[config.mk]
export PLATFORM = sky130hd
export DESIGN_NAME = pipe_hazard_ctrl
export DESIGN_NICKNAME = d
export VERILOG_FILES = /design/src/rtl/pipe_ctrl_pkg.sv /design/src/rtl/pipe_div_seq.sv /design/src/rtl/pipe_hazard_ctrl.sv
export SDC_FILE = /design/constraint.sdc
export NUM_CORES = 1
export LEC_CHECK = 0
export BUFFER_PORTS_ARGS = -buffer_cell sky130_fd_sc_hd__buf_2
export CORE_ASPECT_RATIO = 1.4
export CORE_MARGIN = 2
export CORE_UTILIZATION = 40
export CTS_CLUSTER_SIZE = 8
export DETAILED_ROUTE_END_ITERATION = 7
export GPL_TIMING_DRIVEN = 0
export HOLD_SLACK_MARGIN = 0.1
export PLACE_DENSITY_LB_ADDON = 0.12
export SKIP_LAST_GASP = 1
export SLEW_MARGIN = 0
export SYNTH_ARGS = -nofsm -noshare
export SYNTH_HDL_FRONTEND = slang
export SYNTH_SLANG_ARGS = --single-unit
[constraint.sdc]
create_clock -name clk -period 2 [get_ports clk]
set_input_delay 0.3 -clock clk [delete_from_list [all_inputs] [get_ports clk]]
set_output_delay 0.3 -clock clk [all_outputs]
set_load 0.05 [all_outputs]
[src/rtl/pipe_ctrl_pkg.sv]
// Shared types and constants for the pipeline hazard controller.
package pipe_ctrl_pkg;

  localparam int GPR_W     = 5;
  localparam int DIV_CNT_W = 6;

  localparam logic [31:0] EXC_VECTOR_DEF = 32'hbfc00380;

  typedef enum logic [1:0] {
    ST_RUN   = 2'd0,
    ST_DIV   = 2'd1,
    ST_FLUSH = 2'd2
  } ctrl_state_e;

  // True when an ID source operand reads the register a producer writes.
  // $0 is hardwired to zero, so it never creates a dependency.
  function automatic logic gpr_match(input logic             use_src,
                                     input logic [GPR_W-1:0] src,
                                     input logic [GPR_W-1:0] dst);
    return use_src && (src == dst) && (dst != '0);
  endfunction

endpackage

[src/rtl/pipe_div_seq.sv]
// Divider occupancy sequencer: counts the EX-stage cycles a DIV/DIVU holds
// the pipeline and flags the last one. The counter is nonzero exactly while
// the controller is in its DIV state, so it doubles as the "in DIV" flag.
module pipe_div_seq
  import pipe_ctrl_pkg::*;
#(
  parameter int DIV_CYCLES = 32
) (
  input  logic clk,
  input  logic rst_n,
  input  logic start,
  input  logic hold,
  input  logic abort,
  output logic busy,
  output logic done
);

  // The start cycle is the first busy cycle, so the counter covers the
  // remaining DIV_CYCLES-1 cycles.
  localparam logic [DIV_CNT_W-1:0] LOAD_VAL = DIV_CNT_W'(DIV_CYCLES - 1);

  logic [DIV_CNT_W-1:0] cnt_q, cnt_d;
  logic                 active;

  assign active = (cnt_q != '0);
  assign busy   = active || (start && !abort);
  assign done   = (cnt_q == DIV_CNT_W'(1)) && !hold && !abort;

  // Next count: abort clears, wait states freeze, otherwise count down.
  always_comb begin
    cnt_d = cnt_q;
    if (abort) begin
      cnt_d = '0;
    end else if (active) begin
      if (!hold) cnt_d = cnt_q - DIV_CNT_W'(1);
    end else if (start && !hold) begin
      cnt_d = LOAD_VAL;
    end
  end

  // Counter register.
  always_ff @(posedge clk) begin
    if (!rst_n) cnt_q <= '0;
    else        cnt_q <= cnt_d;
  end

endmodule

[src/rtl/pipe_hazard_ctrl.sv]
// Central stall/flush sequencer for the 5-stage pipeline.
// Optional build macro HAZARD_PERF_CNT_EN adds per-cause stall counters.
//
//   state | meaning
//   ------+-------------------------------------------------------------
//   RUN   | normal flow; combinational stalls/bubbles by priority
//   DIV   | divider occupies EX; front end held until the last cycle
//   FLUSH | one cycle: kill IF/ID, ID/EX, EX/MEM and redirect the PC
module pipe_hazard_ctrl
  import pipe_ctrl_pkg::*;
#(
  parameter int          DIV_CYCLES = 32,
  parameter logic [31:0] EXC_VECTOR = EXC_VECTOR_DEF
) (
  input  logic             clk,
  input  logic             rst_n,
  input  logic [GPR_W-1:0] id_rs,
  input  logic [GPR_W-1:0] id_rt,
  input  logic             id_use_rs,
  input  logic             id_use_rt,
  input  logic             ex_is_load,
  input  logic             ex_write_reg,
  input  logic [GPR_W-1:0] ex_write_dst,
  input  logic             ex_div_start,
  input  logic             inst_sram_wait,
  input  logic             data_sram_wait,
  input  logic             exc_req,
  input  logic             eret_req,
  input  logic [31:0]      epc,
  output logic             if_stall,
  output logic             idex_stall,
  output logic             exmem_stall,
  output logic             memwb_stall,
  output logic             idex_bubble,
  output logic             flush,
  output logic             pc_redirect,
  output logic [31:0]      redirect_pc,
  output logic             div_busy,
  output logic             div_done
`ifdef HAZARD_PERF_CNT_EN
  ,
  output logic [31:0]      loaduse_cnt,
  output logic [31:0]      div_stall_cnt,
  output logic [31:0]      mem_stall_cnt
`endif
);

  ctrl_state_e state_q, state_d;
  logic [31:0] rpc_q, rpc_d;

  logic flush_req;
  logic div_start;
  logic div_busy_w;
  logic div_done_w;
  logic load_use;
  logic stall_ok;

  assign flush_req = exc_req || eret_req;
  assign div_start = ex_div_start && (state_q == ST_RUN);
  // Stall causes only apply outside FLUSH and when no flush is being requested.
  assign stall_ok  = (state_q != ST_FLUSH) && !flush_req;

  assign load_use = ex_is_load && ex_write_reg &&
                    (gpr_match(id_use_rs, id_rs, ex_write_dst) ||
                     gpr_match(id_use_rt, id_rt, ex_write_dst));

  pipe_div_seq #(
    .DIV_CYCLES(DIV_CYCLES)
  ) u_div_seq (
    .clk   (clk),
    .rst_n (rst_n),
    .start (div_start),
    .hold  (data_sram_wait),
    .abort (flush_req),
    .busy  (div_busy_w),
    .done  (div_done_w)
  );

  // Next state: a flush request overrides every other transition.
  always_comb begin
    state_d = state_q;
    unique case (state_q)
      ST_RUN:   if (div_start && !data_sram_wait) state_d = ST_DIV;
      ST_DIV:   if (div_done_w) state_d = ST_RUN;
      ST_FLUSH: state_d = ST_RUN;
      default:  state_d = ST_RUN;
    endcase
    if (flush_req) state_d = ST_FLUSH;
  end

  // Redirect target capture; exception wins over ERET.
  always_comb begin
    rpc_d = rpc_q;
    if (exc_req)       rpc_d = EXC_VECTOR;
    else if (eret_req) rpc_d = epc;
  end

  // State and redirect registers.
  always_ff @(posedge clk) begin
    if (!rst_n) begin
      state_q <= ST_RUN;
      rpc_q   <= '0;
    end else begin
      state_q <= state_d;
      rpc_q   <= rpc_d;
    end
  end

  // Stall/bubble/flush outputs by priority; held at zero while in reset.
  always_comb begin
    if_stall    = 1'b0;
    idex_stall  = 1'b0;
    exmem_stall = 1'b0;
    memwb_stall = 1'b0;
    idex_bubble = 1'b0;
    flush       = 1'b0;
    pc_redirect = 1'b0;
    redirect_pc = rpc_q;
    div_busy    = div_busy_w && rst_n;
    div_done    = div_done_w && rst_n;
    if (!rst_n) begin
      redirect_pc = '0;
    end else if (state_q == ST_FLUSH) begin
      flush       = 1'b1;
      pc_redirect = 1'b1;
    end else if (stall_ok) begin
      if (data_sram_wait) begin
        if_stall    = 1'b1;
        idex_stall  = 1'b1;
        exmem_stall = 1'b1;
        memwb_stall = 1'b1;
      end else if (div_busy_w) begin
        // EX/MEM input is gated to a bubble with div_busy at the top level.
        if_stall   = 1'b1;
        idex_stall = 1'b1;
      end else if (load_use || inst_sram_wait) begin
        if_stall    = 1'b1;
        idex_bubble = 1'b1;
      end
    end
  end

`ifdef HAZARD_PERF_CNT_EN
  logic        cause_mem, cause_div, cause_lu;
  logic [31:0] loaduse_q, div_stall_q, mem_stall_q;

  assign cause_mem = stall_ok && data_sram_wait;
  assign cause_div = stall_ok && !data_sram_wait && div_busy_w;
  assign cause_lu  = stall_ok && !data_sram_wait && !div_busy_w && load_use;

  // Count cycles in which each stall cause is the winning one.
  always_ff @(posedge clk) begin
    if (!rst_n) begin
      loaduse_q   <= '0;
      div_stall_q <= '0;
      mem_stall_q <= '0;
    end else begin
      if (cause_lu)  loaduse_q   <= loaduse_q + 32'd1;
      if (cause_div) div_stall_q <= div_stall_q + 32'd1;
      if (cause_mem) mem_stall_q <= mem_stall_q + 32'd1;
    end
  end

  assign loaduse_cnt   = loaduse_q;
  assign div_stall_cnt = div_stall_q;
  assign mem_stall_cnt = mem_stall_q;
`endif

endmodule

==> results by group, run 1 <==
Timing
  – Worst Skew: ~0.0013 ns
  – Period utilization: 1.00
  – Max Slew Vio Count: 0
  – Hold Vio Cnt, Final: 0
  – Min Clock Period, post-route: roughly 2.0 ns
  – Final setup viols: 1
  – Worst-Margin Slew: 0.506 ns
  – Max-slew headroom: 0.663
  – Setup WS post-layout: -0.00391 ns
  – RSZ-0062 raised after global routing: yes
  – Fmax: 0.499 GHz

Die
  – Width of the die: between 60 and 70 um
  – Ports: just under 100
  – Core area: between 0.004 and 0.005 mm^2
  – Num rows: 30
  – Initial core utilization: 0.418
  – Die height: between 80 and 90 um
  – Die footprint: around 0.0057 mm^2

Outcome
  – Failing checks: setup timing
  – Status: finished, violations left

Synthesis
  – Largest area contributor in the netlist: dfxtp_1
  – Cell Area, Synth: about 0.0020 mm^2
  – Synth Area in XOR/XNOR: 0.0430
  – Mux share of post-synthesis cell area: 0.0982
  – Seq/Total Area, Yosys: 0.393
  – Avg Inst Size Synth: about 8.5 um^2
  – Compound-Gate Fraction of Synth Area: 0.0982
  – Post-Synth Adder-Cell Area: 0.0184
  – Ys Warns: 0
  – Simple-gate area share of the yosys netlist: 0.308
  – Synthesized instance count: between 200 and 250
  – #FFs+latches synth: 40
  – Syn Nets: 300
  – Synth top area cells: dfxtp_1 39%, and2_1 10%, mux2i_1 9.8%
  – Largest family of logic cells by synthesized area: simple AND/OR/NAND/NOR gates
  – Post-synth cell types: 35
  – Synth top area share: 0.393

Drt
  – First-pass DRT Iterations: 4
  – DRC viols: 0
  – DR iter-0 viols: 66
  – Via count: ~1900
  – Via-to-Cell Ratio: approximately 4.8
  – Drt total wl: roughly 5000 um
  – WL/cell: approximately 12 um
  – Remaining antenna violation count: 0

Clock tree
  – CTS Buffer Depth: 2
  – Worst-Skew Late Latency: about 0.29 ns
  – CTS tree: done
  – CTS Sinks: 40
  – Clk root buf: clkbuf_8
  – CTS hold repair buffers: 0
  – Inserted Clock Buffers: 5
  – Clock slew at reported path FFs: around 0.08 ns
  – CTS H-tree lvls: 2

Pwr
  – Pleak: 1.34 nW
  – Sw Pwr: 0.550 mW
  – Flop pwr share: 0.443
  – Combinational share of power: 0.213
  – Power Total: approximately 1.9 mW
  – Peak VDD IR: between 0.0004 and 0.0005 V
  – Pint: 1.36 mW
  – Switching share of total power: 0.288
  – Clock Power Share: 0.343
  – Power Dens Cells: just under 700 mW/mm^2

Place
  – Dpl hpwl: 3780 um
  – GPL Wtd Cong: between 0.8 and 0.9
  – Number of port buffers: between 90 and 100
  – Place WS: -0.237 ns

Setup path
  – Worst Path Required: 1.70 ns
  – Arr. time, crit path: ~1.7 ns
  – Worst setup EP type: output pin
  – Startpoint Class: flop
  – Kind of critical path: flop to output pin
  – Worst Path Max Fanout: 4

Cells and area
  – Area Overhead vs Synth: 37.3%
  – Commonest non-fill, non-tap cell in the layout: buf_2
  – Commonest non-fill, non-tap cells in the layout: 95 x buf_2, 41 x nor2_1, 40 x dfxtp_1
  – Share of cells above drive strength 1: 0.362
  – Final net count: roughly 410
  – ANT cells: 0

GRT
  – Initial antenna violation count: 0
  – Vias in the first global route: 1935
  – Largest net degree at the start of global routing: 14
  – First-pass GRT wire length: 8250 um
  – Global Route Usage Sum: 0.185
  – Grt total ovfl: 0

Job
  – MaxCap Viol Count: 0

Min path
  – Class of the worst hold path: input pin to flop
[metrics by stage]
step	setup TNS (ns)	cell area [um^2]	instances	hold slack (ns)	utilization
6_report	-0.00391	2800	409	0.238	0.573
5_1_grt	-0.219	2800	409	0.249	0.573
4_1_cts	-0.0120	2750	407	0.230	0.563
3_5_place_dp	-0.867	2600	399	0.471	0.534
3_3_place_gp	-0.983	2600	399	0.461	0.534
2_1_floorplan	-0.0336	2040	239	0.421	-
[layer usage]
metal / share of wire / global-route usage / up-vias / wire length [um]
met4: 0.014 / 0.0754 / 0 / 72
li1: - / - / 1006 / -
met3: 0.081 / 0.0496 / 5 / 403
met2: 0.49 / 0.336 / 71 / 2450
met5: 0 / 0 / - / 0
met1: 0.41 / 0.203 / 867 / 2070
[power by group through the flow]
stage / Clock [mW] / Sequential, mW / Combinational (mW)
6_report: 0.657 / 0.848 / 0.408
5_1_grt: 0.695 / 0.853 / 0.448
4_1_cts: 0.678 / 0.848 / 0.398
3_5_place_dp: 0 / 0.866 / 0.392
3_3_place_gp: 0 / 0.865 / 0.390
2_1_floorplan: 0 / 0.861 / 0.272
[final timing paths]
path / cells past startpoint / from / end / slack [ns]
max: 6 / u_div_seq.cnt_q[4] / if_stall / -0.004
min: 3 / epc[8] / rpc_q[8] / 0.24
max reg2reg: 7 / u_div_seq.cnt_q[0] / u_div_seq.cnt_q[3] / 0.31
min reg2reg: 2 / rpc_q[6] / rpc_q[6] / 0.49
[synthesized netlist by cell type]
cell type and n:
buf_2 4, nand2b_1 1, and2b_2 1, a31oi_1 1
buf_4 2, or4_1 1, clkbuf_1 8, nand3_1 4
o311a_1 1, dfxtp_1 40, or3b_1 1, nand4_1 2
a311oi_1 1, inv_1 4, ha_1 3, nand2_1 8
or2_1 1, nor2b_1 12, a21oi_2 1, nor3b_4 1
and2_1 34, nor3_1 3, or3_1 2, or3_4 1
nand3b_1 1, a211oi_1 16, o22ai_1 1, nor3b_1 1
a21oi_1 6, xnor2_1 10, and3_1 1, nor2_1 43
mux2i_1 20, o21ai_0 2, buf_1 1
[final cells by class]
cell class | instances | area [um^2]
fillers | 487 | 2080
multi-input cells | 180 | 1200
flip-flops and latches | 40 | 801
repair buffers | 98 | 519
well taps | 64 | 80.1
clock buffers | 5 | 68.8
plain buffers | 15 | 68.8
clock inverters | 3 | 42.5
inverters | 4 | 15.0
[cell families after synthesis]
| family | Yosys count |
|---|---|
| compound gates | 29 |
| flops | 40 |
| buf+inv | 19 |
| xor+xnor | 10 |
| mux | 20 |
| simple gates | 118 |
| fa+ha+maj | 3 |
[worst max-delay path, stage by stage (launching register included)]
cell and delay (ns):
dfxtp_1 0.34, or3_4 0.41, nor3_4 0.16, nand3_2 0.12
o21ai_1 0.13, nand2_1 0.06, buf_4 0.18
[registers in the layout, indices dropped and copies added (netlist names)]
signal	count
rpc_q	32
state_q	2
u_div_seq.cnt_q	6
[timing repair]
item / in CTS / in global routing
cloned: 0 / 0
gates resized for setup: 9 / 13
pin swaps: 3 / 1
buffers inserted: 0 / 2
setup endpoints to repair: 7 / 6
Note: power is estimated with default switching activity, not from simulation.
==> inputs of run 2 (changes only) <==
Settings changed: GPL_ROUTABILITY_DRIVEN set to 1, MAX_ROUTING_LAYER set to met4.
==> run 2 against run 1 <==
  * The flow still finishes with violations (setup timing)
  * Critical path depth unchanged
  * Global-route usage increased by 0.57 points
  * Clock skew unchanged
  * Hold slack gained 0.00052 ns
  * Non-clock buffer count unchanged
  * Cell count is the same
  * Die area is the same
  * Fmax hardly changed
==> results by group, run 2 (synthesis results as in run 1) <==
Die
  – Die height: 88.5 um (unchanged)
  – Ports: 99 (unchanged)
  – Num rows: 30 (unchanged)
  – Core area: 0.00488 mm^2 (unchanged)
  – Die footprint: 0.00569 mm^2 (unchanged)
  – Width of the die: 64.3 um (unchanged)
  – Initial core utilization: 0.418 (unchanged)

Timing
  – Min Clock Period, post-route: 2.00 ns (about the same)
  – Worst-Margin Slew: 0.509 ns (was 0.506 ns)
  – Setup WS post-layout: -0.00339 ns (was -0.00391 ns)
  – Max-slew headroom: 0.661 (was 0.663)
  – Fmax: 0.499 GHz (about the same)
  – Max Slew Vio Count: 0 (unchanged)
  – Final setup viols: 1 (unchanged)
  – Worst Skew: 0.00134 ns (unchanged)
  – Period utilization: 1.00 (about the same)
  – Hold Vio Cnt, Final: 0 (unchanged)
  – RSZ-0062 raised after global routing: yes (unchanged)

Setup path
  – Worst R2R Setup Slack: 0.31 ns (about the same)
  – Reg2reg start: u_div_seq.cnt_q[0] (unchanged)
  – Arr. time, crit path: 1.70 ns (about the same)
  – Startpoint Class: flop (unchanged)
  – Worst r2r dst: u_div_seq.cnt_q[3] (unchanged)
  – Worst setup EP type: output pin (unchanged)
  – Kind of critical path: flop to output pin (unchanged)
  – Worst R2R Path Depth: 7 (unchanged)
  – Worst Path Max Fanout: 4 (unchanged)
  – Worst Path Required: 1.70 ns (about the same)

Cells and area
  – Commonest non-fill, non-tap cell in the layout: buf_2 (unchanged)
  – Layout Cells excl Fill: 409 (unchanged)
  – Biggest regs: rpc_q (32), u_div_seq.cnt_q (6), state_q (2) (unchanged)
  – Layout Utilization: 0.573 (unchanged)
  – Max FFs per register: 32 (unchanged)
  – Share of cells above drive strength 1: 0.362 (unchanged)
  – Register bank with the most flops: rpc_q (unchanged)
  – ANT cells: 0 (unchanged)
  – Commonest non-fill, non-tap cells in the layout: 95 x buf_2, 41 x nor2_1, 40 x dfxtp_1 (unchanged)
  – Area Overhead vs Synth: 37.3% (unchanged)
  – Final net count: 405 (unchanged)

Drt
  – Drt total wl: 4990 um (about the same)
  – WL/cell: 12.2 um (about the same)
  – DR iter-0 viols: 62 (was 66)
  – First-pass DRT Iterations: 4 (unchanged)
  – Remaining antenna violation count: 0 (unchanged)
  – Via-to-Cell Ratio: 4.77 (about the same)
  – DRC viols: 0 (unchanged)
  – Via count: 1952 (was 1949)

Clock tree
  – Clk root buf: clkbuf_8 (unchanged)
  – CTS tree: done (unchanged)
  – CTS hold repair buffers: 0 (unchanged)
  – CTS Sinks: 40 (unchanged)
  – Clock slew at reported path FFs: 0.08 ns (about the same)
  – Inserted Clock Buffers: 5 (unchanged)
  – CTS H-tree lvls: 2 (unchanged)
  – CTS Buffer Depth: 2 (unchanged)
  – Worst-Skew Late Latency: 0.29 ns (about the same)

GRT
  – Busiest metal layer after global routing: met2 (unchanged)
  – Largest net degree at the start of global routing: 14 (unchanged)
  – First-pass GRT wire length: 8250 um (unchanged)
  – Met3 Use GR: 0.0445 (was 0.0496)
  – Global Route Usage Sum: 0.190 (was 0.185)
  – Vias in the first global route: 1935 (unchanged)
  – Met2 GRT Util: 0.336 (unchanged)
  – Initial antenna violation count: 0 (unchanged)
  – Met1 usage: 0.206 (was 0.203)
  – Grt total ovfl: 0 (unchanged)

Outcome
  – Failing checks: setup timing (unchanged)
  – Status: finished, violations left (unchanged)

Place
  – Dpl hpwl: 3780 um (unchanged)
  – Number of port buffers: 96 (unchanged)
  – Place WS: -0.237 ns (unchanged)
  – Dpl cells: 399 (unchanged)
  – GPL Wtd Cong: 0.836 (was 0.824)

Pwr
  – Power Dens Cells: 683 mW/mm^2 (was 684 mW/mm^2)
  – Power Total: 1.91 mW (about the same)
  – Peak VDD IR: 0.000491 V (about the same)
  – Pleak: 1.34 nW (unchanged)

Min path
  – Hold Path Origin: epc[8] (unchanged)
  – Class of the worst hold path: input pin to flop (unchanged)
  – Hold Crit Depth: 3 (unchanged)
  – Hold-critical path endpoint: rpc_q[8] (unchanged)

Job
  – MaxCap Viol Count: 0 (unchanged)
-- run 2: cell counts in the layout (fill, tap and decap cells not counted) --
No cell type changed its count.
-- run 2: final cells by class --
type                    count  area [um^2]
plain buffers              15         68.8
clock buffers               5         68.8
clock inverters             3         42.5
fillers                   487         2080
inverters                   4         15.0
multi-input cells         180         1200
flip-flops and latches     40          801
well taps                  64         80.1
repair buffers             98          519
-- run 2: routing by layer --
metal  vias up  part of all wire
li1       1007                 -
met1       867              0.42
met2        73              0.49
met3         5             0.077
met4         0             0.015
met5         -                 0
-- run 2: through the flow --
stage | instance area, um^2 | hold slack, ns | setup TNS (ns)
after floorplan | 2040 | 0.421 | -0.0336
after global placement | 2600 | 0.461 | -0.983
after detailed placement | 2600 | 0.471 | -0.867
after CTS | 2750 | 0.230 | -0.0120
after global routing | 2800 | 0.249 | -0.219
final | 2800 | 0.238 | -0.00339
-- run 2: repair_timing --
action | 4_1_cts | 5_1_grt
resized for setup | 9 | 13
buffers inserted | 0 | 2
setup endpoints to repair | 7 | 6
pin swaps | 3 | 1
-- run 2: how the worst max path moves through the flow --
stage                        from          end  slack (ns)
3_5_place_dp             eret_req  idex_bubble       -0.24
5_1_grt        u_div_seq.cnt_q[5]     if_stall       -0.14
2_1_floorplan            eret_req  idex_bubble       -0.03
6_report       u_div_seq.cnt_q[4]     if_stall      -0.003
3_3_place_gp             eret_req  idex_bubble       -0.27
4_1_cts        u_div_seq.cnt_q[5]     if_stall      -0.008
-- run 2: worst max-delay path, stage by stage (launching register included) --
cell     delay [ns]
dfxtp_1        0.34
or3_4          0.41
nor3_4         0.16
nand3_2        0.12
o21ai_1        0.13
nand2_1        0.06
buf_4          0.18
-- run 2: power by group --
part | total [mW] | switching [mW] | internal (mW)
Sequential | 0.848 | 0.0171 | 0.831
Combinational | 0.408 | 0.246 | 0.162
Clock | 0.655 | 0.286 | 0.369
